--- src/rtl/uart_pkg.sv ---
// UART receiver shared definitions: FSM state
// encoding and default parameter values.
package uart_pkg;

  // 100 MHz / (115200 baud * 16x oversampling)
  localparam int OVS_DIV_DEF   = 54;
  localparam int DATA_BITS_DEF = 8;

  typedef enum logic [2:0] {
    IDLE,
    START,
    DATA,
    STOP,
    RECOVER
  } state_t;

endpackage

--- src/rtl/uart_rx_baud_gen.sv ---
// 16x oversample tick generator for uart_rx.
// Ports:
//   clk     in   system clock
//   reset   in   async active-high reset
//   restart in   realign count to a start edge
//   tick    out  one-cycle pulse every OVS_DIV clks
module baud_gen
  import uart_pkg::*;
#(
  parameter int OVS_DIV = OVS_DIV_DEF
) (
  input  logic clk,
  input  logic reset,
  input  logic restart,
  output logic tick
);

  localparam int CW =
    (OVS_DIV > 1) ? $clog2(OVS_DIV) : 1;
  localparam logic [CW-1:0] LAST =
    CW'(OVS_DIV - 1);

  logic [CW-1:0] cnt;

  always_ff @(posedge clk or posedge reset) begin
    if (reset) begin
      cnt <= '0;
    end else if (restart || cnt == LAST) begin
      cnt <= '0;
    end else begin
      cnt <= cnt + CW'(1);
    end
  end

  // A restart cycle never ticks, so the first
  // tick after a start edge is a full period out.
  assign tick = (cnt == LAST) && !restart;

endmodule

--- src/rtl/uart_rx.sv ---
// 8N1 UART receiver, 16x oversampled, mid-bit
// sampling, glitch reject and break recovery.
// Ports:
//   clk       in   system clock
//   reset     in   async active-high reset
//   rxd       in   async serial line, idle high
//   rx_data   out  last good byte, held
//   rx_valid  out  1-clk pulse, rx_data updated
//   frame_err out  1-clk pulse, stop bit low
//   busy      out  receiver not in IDLE
module uart_rx
  import uart_pkg::*;
#(
  parameter int OVS_DIV   = OVS_DIV_DEF,
  parameter int DATA_BITS = DATA_BITS_DEF
) (
  input  logic                 clk,
  input  logic                 reset,
  input  logic                 rxd,
  output logic [DATA_BITS-1:0] rx_data,
  output logic                 rx_valid,
  output logic                 frame_err,
  output logic                 busy
);

  localparam logic [2:0] LAST_BIT =
    3'(DATA_BITS - 1);

  logic                 sync1;
  logic                 rx_s;
  logic                 tick;
  logic                 restart;

  state_t               state;
  state_t               state_nxt;

  logic [3:0]           sample_cnt;
  logic [3:0]           sample_nxt;
  logic [2:0]           bit_cnt;
  logic [2:0]           bit_nxt;
  logic [DATA_BITS-1:0] shift;
  logic [DATA_BITS-1:0] shift_nxt;
  logic [DATA_BITS-1:0] data_nxt;
  logic                 valid_nxt;
  logic                 ferr_nxt;

  // Two-flop synchronizer, idles at the line's
  // mark level so reset never fakes a start bit.
  always_ff @(posedge clk or posedge reset) begin
    if (reset) begin
      sync1 <= 1'b1;
      rx_s  <= 1'b1;
    end else begin
      sync1 <= rxd;
      rx_s  <= sync1;
    end
  end

  baud_gen #(
    .OVS_DIV (OVS_DIV)
  ) u_baud (
    .clk     (clk),
    .reset   (reset),
    .restart (restart),
    .tick    (tick)
  );

  always_ff @(posedge clk or posedge reset) begin
    if (reset) begin
      state <= IDLE;
    end else begin
      state <= state_nxt;
    end
  end

  always_comb begin
    state_nxt  = state;
    sample_nxt = sample_cnt;
    bit_nxt    = bit_cnt;
    shift_nxt  = shift;
    data_nxt   = rx_data;
    valid_nxt  = 1'b0;
    ferr_nxt   = 1'b0;
    restart    = 1'b0;
    unique case (state)
      IDLE: begin
        if (!rx_s) begin
          state_nxt  = START;
          sample_nxt = '0;
          bit_nxt    = '0;
          restart    = 1'b1;
        end
      end
      START: begin
        if (tick) begin
          if (sample_cnt == 4'd7) begin
            // Mid start bit: a high line here
            // was only a glitch.
            if (rx_s) begin
              state_nxt = IDLE;
            end else begin
              sample_nxt = '0;
              state_nxt  = DATA;
            end
          end else begin
            sample_nxt = sample_cnt + 4'd1;
          end
        end
      end
      DATA: begin
        if (tick) begin
          // Wraps 15->0, realigning to the
          // centre of the next bit.
          sample_nxt = sample_cnt + 4'd1;
          if (sample_cnt == 4'd15) begin
            shift_nxt =
              {rx_s, shift[DATA_BITS-1:1]};
            bit_nxt = bit_cnt + 3'd1;
            if (bit_cnt == LAST_BIT) begin
              state_nxt = STOP;
            end
          end
        end
      end
      STOP: begin
        if (tick) begin
          sample_nxt = sample_cnt + 4'd1;
          if (sample_cnt == 4'd15) begin
            // Leaving at mid stop bit gives
            // half a bit of slack before a
            // back-to-back start edge.
            if (rx_s) begin
              data_nxt  = shift;
              valid_nxt = 1'b1;
              state_nxt = IDLE;
            end else begin
              ferr_nxt  = 1'b1;
              state_nxt = RECOVER;
            end
          end
        end
      end
      RECOVER: begin
        // Hold off until the line returns to
        // mark so a break reports only once.
        if (rx_s) begin
          state_nxt = IDLE;
        end
      end
      default: begin
        state_nxt = IDLE;
      end
    endcase
  end

  always_ff @(posedge clk or posedge reset) begin
    if (reset) begin
      sample_cnt <= '0;
      bit_cnt    <= '0;
      shift      <= '0;
      rx_data    <= '0;
      rx_valid   <= 1'b0;
      frame_err  <= 1'b0;
    end else begin
      sample_cnt <= sample_nxt;
      bit_cnt    <= bit_nxt;
      shift      <= shift_nxt;
      rx_data    <= data_nxt;
      rx_valid   <= valid_nxt;
      frame_err  <= ferr_nxt;
    end
  end

  assign busy = (state != IDLE);

endmodule
--- config.mk ---
export PLATFORM = sky130hd
export DESIGN_NAME = uart_rx
export DESIGN_NICKNAME = d
export VERILOG_FILES = /design/src/rtl/uart_pkg.sv /design/src/rtl/uart_rx_baud_gen.sv /design/src/rtl/uart_rx.sv
export SDC_FILE = /design/constraint.sdc
export NUM_CORES = 1
export LEC_CHECK = 0
export BUFFER_PORTS_ARGS = -buffer_cell sky130_fd_sc_hd__buf_2
export CAP_MARGIN = 20
export CORE_ASPECT_RATIO = 0.9
export CORE_MARGIN = 8
export CORE_UTILIZATION = 40
export DETAILED_ROUTE_END_ITERATION = 16
export SKIP_CTS_REPAIR_TIMING = 1
export SYNTH_ARGS = -nofsm -noshare
export SYNTH_HDL_FRONTEND = slang
export SYNTH_SLANG_ARGS = --single-unit
--- constraint.sdc ---
create_clock -name clk -period 3 [get_ports clk]
set_input_delay 0.3 -clock clk [delete_from_list [all_inputs] [get_ports clk]]
set_output_delay 0.3 -clock clk [all_outputs]
set_load 0.03 [all_outputs]
==> qor.txt, run 1 <==
1st-iter DRT viols - 58
Final-stage net count - 159
Post-Synthesis Net Count - 143
Placement Setup Slack - 1.016 ns
H-Tree Level Count - 2
First-pass GRT wire length - 5.009 mm
Worst-path clk slew - 0.07 ns
Reg2reg end - rx_data[7]$_DFFE_PP0P_
LEAKAGE - 0.8772 nW
Library cells used by synthesis - 37
Avg Inst Size Synth - 12.18 µm²
Cell count after synthesis - 135
Crit Path Category - register to register
Chip Width - 83.58 µm
Clock Tree Buf Depth - 2
Most common cell on crit path - nand4_4
EDFF count, synth - 0
CP required - 3.17 ns
TritonCTS Sinks - 36
Mapped Area - 1644 µm²
CORE AREA - 4019 µm²
Clk_lat worst skew - 0.28 ns
Setup TNS - 0 ns
YS warnings - 0
Largest net degree at the start of global routing - 37
Top cell type's share of synthesized area - 51.75%
Tot Pwr - 0.8549 mW
Most common cell after layout, fill and taps aside - dfrtp_1
Final min period - 1.976 ns
Peak supply drop - 0.2659 mV
Min-Delay Path Class - input pin to async pin
Maximum clock rate - 506.0 MHz
Arr. time, crit path - 2.14 ns
Tot GR Track Use - 9.507%
Post-DP HPWL - 1.936 mm
Sequential fraction of the synthesis area - 54.95%
Total CTS buffers - 5
Mux contribution to synthesized area - 11.64%
Port Buf Inserts - 13
Final Instance Count excl. Fillers - 200
Residual DRC count - 0
WL/cell - 14.28 µm
Largest family of logic cells by synthesized area - simple AND/OR/NAND/NOR gates
Fin crit share - 65.87%
Worst-path maximum fanout - 10
Placed cells - 192
Final hold viol count - 0
RR Startpoint - u_baud.cnt[1]$_DFF_PP0_
RSZ-0062 raised after global routing - false
Largest stage delay, worst path - 0.42 ns
# Max-Cap Violations - 0
#FFs+latches synth - 36
Critical path launch point type - register
Initial antenna violation count - 0
Area leader, netlist - dfrtp_1
Async set-reset flop share out of synthesis - 100.0%
Filler cells - 364
Post-DR vias/cell - 5.410
Antenna Nets Post-Route - 0
Critical path's top delay family - simple AND/OR/NAND/NOR gates
Worst path cell trace - inv_1 -> ha_1 -> nand4_4 -> nor3_4 -> nand4_4 -> mux2_1
Most used cells in the layout excluding fill and tap cells - dfrtp_1 (34), mux2_2 (16), nor2_1 (13), buf_2 (13), nand2_1 (9)
Die area - 6421 µm²
Post-Synth XOR/XNOR Area - 2.664%
Slew @ Worst Pin - 0.7381 ns
Vias in the first global route - 1,050
Fraction of layout cells with a size suffix above 1 - 29.61%
ANT cells - 0
Critical path capture point type - register
Max-slew violations - 0
Register Area - 903.4 µm²
Root buffer cell - clkbuf_8
Max Clock Skew - 0.001826 ns
Starting Density - 40.91%
Power Density - 461.6 nW/µm²
Post-Synth Adder-Cell Area - 3.805%
Primary FF master, synth - dfrtp_1
Die Y - 76.82 µm
CTS tree - built
Final wirelength - 2.856 mm
Vias after detailed routing - 1,082
Pre-antenna DRT Iters - 4
Row cnt - 22
# IOs - 14
Status - complete, no violations
Setup ws final - 1.024 ns
Area Growth Syn to Fin - 12.63%
Compound-gate portion of the synthesized area - 8.980%
Multi-input gate area - 691.9 µm²
R2r worst-path depth - 6
Crit path max-delay cell type - nor3_4
Largest cells by area after synthesis - dfrtp_1 (52%), mux2_2 (11%), ha_1 (3.8%)
Setup-failing EPs final - 0
Rel. slew slack - 49.52%
R2r setup slk - 1.02 ns
Simple-gate share of the synthesized area - 14.99%
GRT overflow - 0
RePlAce Congestion - 0.8433
WP buf/inv - 1
cell type report:
type / instances / area share (%)
Inverter: 6 / 1.216
Sequential cell: 36 / 48.78
Timing Repair Buffer: 15 / 4.324
Clock buffer: 7 / 4.662
Clock inverter: 1 / 0.4054
Multi-Input combinational cell: 87 / 37.36
Tap cell: 48 / 3.243
worst max-delay path by stage:
stage,cells after the start,slack [ns],to,start
final,6,1.02,rx_data[7]$_DFFE_PP0P_,u_baud.cnt[1]$_DFF_PP0_
after global routing,6,0.85,rx_data[7]$_DFFE_PP0P_,u_baud.cnt[1]$_DFF_PP0_
after CTS,6,0.99,rx_data[7]$_DFFE_PP0P_,u_baud.cnt[1]$_DFF_PP0_
after detailed placement,6,1.02,rx_data[7]$_DFFE_PP0P_,u_baud.cnt[1]$_DFF_PP0_
after global placement,6,1.06,rx_data[7]$_DFFE_PP0P_,u_baud.cnt[1]$_DFF_PP0_
after floorplan,6,1.20,shift[0]$_DFFE_PP0P_,u_baud.cnt[1]$_DFF_PP0_
cells in the mapped netlist, types with 2 or more instances:
cell type	n
inv_1	6
nand4_4	2
nor2_1	13
xnor2_1	3
dfstp_2	2
buf_2	3
and4_1	2
ha_1	5
xor2_1	2
nand2_1	9
dfrtp_1	34
clkbuf_1	3
o21ai_0	5
a311oi_1	2
a21oi_1	3
a22o_1	2
nand3_1	4
mux2_2	16
worst min-delay path: cells and delay by family:
family | cells | cell delay (ns)
buffers and inverters | 3 | 0.52
through the flow:
| step | instance area [µm²] | util (%) | hold slack (ns) |
|---|---|---|---|
| after floorplan | 1644 | - | 0.3045 |
| after global placement | 1758 | 43.74 | 0.3531 |
| after detailed placement | 1758 | 43.74 | 0.3512 |
| after CTS | 1852 | 46.08 | 0.09775 |
| after global routing | 1852 | 46.08 | 0.08862 |
| final | 1852 | 46.08 | 0.1027 |
kinds of logic after synthesis:
family          after synthesis
xor+xnor                      5
flops                        36
fa+ha+maj                     5
compound gates               21
simple gates                 39
mux                          17
buf+inv                      12
metal layers:
metal	wire, µm	global-route usage (%)	vias to the layer above
met2	1254	13.34	21
li1	-	-	520
met4	28	2.586	0
met5	0	0	-
met3	167	5.069	6
met1	1405	12.29	535
report_power, final:
group	leakage (nW)	total [mW]	switching, mW	internal, mW
logic	0.351	0.0127	0.0104	0.00234
clock network	0.0445	0.353	0.166	0.186
registers	0.481	0.490	0.00182	0.488
total	0.877	0.855	0.178	0.677
flip-flops by register name, summed over array words and instances, names as in the netlist:
| signal | count |
|---|---|
| sample_cnt | 4 |
| rx_valid | 1 |
| sync1 | 1 |
| u_baud.cnt | 6 |
| bit_cnt | 3 |
| shift | 8 |
| state | 3 |
| rx_s | 1 |
| rx_data | 8 |
| frame_err | 1 |
Power figures use the tool's default switching activity.
==> run 2: changes to the inputs <==
--- a/config.mk
+++ b/config.mk
@@ -5,6 +5,7 @@
 export SDC_FILE = /design/constraint.sdc
 export NUM_CORES = 1
 export LEC_CHECK = 0
+export ABC_AREA = 1
 export BUFFER_PORTS_ARGS = -buffer_cell sky130_fd_sc_hd__buf_2
 export CAP_MARGIN = 20
 export CORE_ASPECT_RATIO = 0.9
==> constraint.sdc (replaced) <==
create_clock -name clk -period 1.8 [get_ports clk]
set_input_delay 0.18 -clock clk [delete_from_list [all_inputs] [get_ports clk]]
set_output_delay 0.18 -clock clk [all_outputs]
set_load 0.03 [all_outputs]
==> qor.txt, run 2 <==
NetSw - 0.3015 mW (was 0.1784 mW)
Largest net degree at the start of global routing - 37 (unchanged)
Hold Slack - -0.01624 ns (was 0.1027 ns)
Async set-reset flop share out of synthesis - 100.0% (unchanged)
Vias after detailed routing - 1,283 (was 1,082)
Tot GR Track Use - 10.30% (was 9.507%)
Clock Tree Buf Depth - 2 (unchanged)
Mapped Area - 1814 µm² (was 1644 µm²)
Critical path launch point type - register (unchanged)
Chip Width - 86.99 µm (was 83.58 µm)
RePlAce Congestion - 0.8305 (was 0.8433)
Area Growth Syn to Fin - 13.52% (was 12.63%)
Port Buf Inserts - 13 (unchanged)
Min-Delay Path Class - input pin to async pin (unchanged)
WL/cell - 11.01 µm (was 14.28 µm)
Status - complete, but fails checks (was complete, no violations)
Fin crit share - 90.03% (was 65.87%)
Worst-path clk slew - 0.07 ns (about the same)
Final Instance Count excl. Fillers - 284 (was 200)
Post-Synthesis Net Count - 209 (was 143)
CTS tree - built (unchanged)
Rel. slew slack - 70.47% (was 49.52%)
Vias in the first global route - 1,253 (was 1,050)
Final hold viol count - 34 (was 0)
Setup TNS - 0 ns (unchanged)
Worst path cell trace - ha_1 -> nand2_2 -> nor2_4 -> inv_1 -> nor3_2 -> nand2_2 -> nand2_1 -> o21ai_2 (was inv_1 -> ha_1 -> nand4_4 -> nor3_4 -> nand4_4 -> mux2_1)
# Max-Cap Violations - 0 (unchanged)
Setup ws final - 0.1794 ns (was 1.024 ns)
Final wirelength - 3.126 mm (was 2.856 mm)
Int Power - 1.229 mW (was 0.6765 mW)
Commonest cells post-synth - nand2_1 (55), dfrtp_1 (34), inv_1 (20) (was dfrtp_1 (34), mux2_2 (16), nor2_1 (13))
Violated checks - hold timing
Crit path max-delay cell type - dfrtp_1 (was nor3_4)
Placed cells - 275 (was 192)
YS warnings - 0 (unchanged)
Top cell type's share of synthesized area - 46.90% (was 51.75%)
CORE AREA - 4403 µm² (was 4019 µm²)
CP required - 1.97 ns (was 3.17 ns)
# IOs - 14 (unchanged)
Die area - 6950 µm² (was 6421 µm²)
Area leader, netlist - dfrtp_1 (unchanged)
Slew @ Worst Pin - 0.4429 ns (was 0.7381 ns)
Peak supply drop - 0.5064 mV (was 0.2659 mV)
Clk_lat worst skew - 0.29 ns (was 0.28 ns)
Most used cells in the layout excluding fill and tap cells - nand2_1 (55), dfrtp_1 (34), inv_1 (20) (was dfrtp_1 (34), mux2_2 (16), nor2_1 (13), buf_2 (13), nand2_1 (9))
Most common cell on crit path - nand2_2 (was nand4_4)
Largest stage delay, worst path - 0.38 ns (was 0.42 ns)
1st-iter DRT viols - 69 (was 58)
Row cnt - 23 (was 22)
Final-stage net count - 229 (was 159)
Sequential power share - 53.2% (was 57.3%)
H-Tree Level Count - 2 (unchanged)
TritonCTS Sinks - 36 (unchanged)
Post-DP HPWL - 2.284 mm (was 1.936 mm)
First-pass GRT wire length - 5.547 mm (was 5.009 mm)
Max Clock Skew - 0.004517 ns (was 0.001826 ns)
Maximum clock rate - 617.0 MHz (was 506.0 MHz)
Sequential fraction of the synthesis area - 49.79% (was 54.95%)
Primary FF master, synth - dfrtp_1 (unchanged)
Crit Path Category - register to register (unchanged)
Clock power frac - 45.1% (was 41.3%)
Max-slew violations - 0 (unchanged)
Most common cell after layout, fill and taps aside - nand2_1 (was dfrtp_1)
Final min period - 1.621 ns (was 1.976 ns)
#FFs+latches synth - 36 (unchanged)
Fraction of layout cells with a size suffix above 1 - 26.58% (was 29.61%)
Combinational share of power - 1.7% (was 1.5%)
Most common cell in the netlist - nand2_1 (was dfrtp_1)
Arr. time, crit path - 1.79 ns (was 2.14 ns)
Initial antenna violation count - 0 (unchanged)
Largest regs - rx_data (8), shift (8), u_baud.cnt (6) (unchanged)
Pre-antenna DRT Iters - 4 (unchanged)
Library cells used by synthesis - 28 (was 37)
Setup-failing EPs final - 0 (unchanged)
Root buffer cell - clkbuf_8 (unchanged)
Worst-path maximum fanout - 16 (was 10)
Starting Density - 41.20% (was 40.91%)
Critical path capture point type - register (unchanged)
GRT overflow - 0 (unchanged)
Total CTS buffers - 5 (unchanged)
Post-DR vias/cell - 4.518 (was 5.410)
LEAKAGE - 1.025 nW (was 0.8772 nW)
Placement Setup Slack - 0.1687 ns (was 1.016 ns)
Avg Inst Size Synth - 9.026 µm² (was 12.18 µm²)
ANT cells - 0 (unchanged)
Largest cells by area after synthesis - dfrtp_1 (47%), nand2_1 (11%), o21ai_2 (7.2%) (was dfrtp_1 (52%), mux2_2 (11%), ha_1 (3.8%))
RSZ-0062 raised after global routing - false (unchanged)
Cell count after synthesis - 201 (was 135)
Power Density - 743.0 nW/µm² (was 461.6 nW/µm²)
Residual DRC count - 0 (unchanged)
EDFF count, synth - 0 (unchanged)
Switch share - 19.71% (was 20.86%)
Antenna Nets Post-Route - 0 (unchanged)
Tot Pwr - 1.530 mW (was 0.8549 mW)
Die Y - 79.89 µm (was 76.82 µm)
==> run 2: changes by cell type after synthesis, sizes merged, moves of 6 or more <==
cell and delta:
inv +19, nand3 +14, o21ai +15, nand2 +49
nor2 +6, mux2 -17
==> run 2: power groups by stage <==
stage,combinational [mW],clock (mW),sequential [mW]
floorplan,0.0158,0,0.829
global placement,0.0253,0,0.830
finish,0.0253,0.690,0.815
global route,0.0296,0.745,0.814
detailed placement,0.0253,0,0.830
CTS,0.0254,0.718,0.814
==> run 2: stage by stage <==
stage	utilization, %	cell area (µm²)
after floorplan	-	1814
after global placement	44.10	1942
after detailed placement	44.10	1942
after CTS	46.55	2049
after global routing	46.77	2059
final	46.77	2059
==> run 2: kinds of logic after synthesis <==
kind of cell	after synthesis	synth area share, %
fa+ha+maj	5	3.448
compound gates	26	11.24
simple gates	105	28.14
xor+xnor	2	0.9657
buf+inv	27	6.414
flops	36	49.79
==> run 2: worst max-delay path: cells and delay by family, from the launching register on <==
| kind | cells | cell delay (ns) |
|---|---|---|
| and+or+nand+nor | 5 | 0.77 |
| DFF | 1 | 0.38 |
| adders and majority gates | 1 | 0.21 |
| buffers and inverters | 1 | 0.08 |
| AOI/OAI and AO/OA | 1 | 0.06 |
==> run 2: routing by layer <==
layer | global-route usage (%) | part of all wire [%] | vias to the layer above
met5 | 0 | 0 | -
met4 | 6.186 | 2.2 | 0
met3 | 3.292 | 3.6 | 8
met2 | 15.40 | 44 | 12
met1 | 12.68 | 50 | 578
li1 | - | - | 685
==> run 2: cell type report <==
type                       instances  area, µm²
sequential                        36      903.4
fill                             428       2344
clock inverter                     2      35.03
multi-input combinational        138      794.5
tap                               62      77.57
clock buffer                       6      72.57
timing repair buffer              15      82.58
inverter                          25      93.84
==> run 2: final timing paths <==
check,from,to,slack (ns),cells after the start
worst max-delay path,sample_cnt[0]$_DFFE_PP0P_,rx_data[4]$_DFFE_PP0P_,0.18,8
worst max register to register,sample_cnt[0]$_DFFE_PP0P_,rx_data[4]$_DFFE_PP0P_,0.18,8
worst min register to register,sync1$_DFF_PP1_,rx_s$_DFF_PP1_,0.35,0
worst min-delay path,reset,shift[0]$_DFFE_PP0P_,-0.02,3
min in group clk,sync1$_DFF_PP1_,rx_s$_DFF_PP1_,0.35,0
max in group asynchronous,reset,sync1$_DFF_PP1_,1.47,3
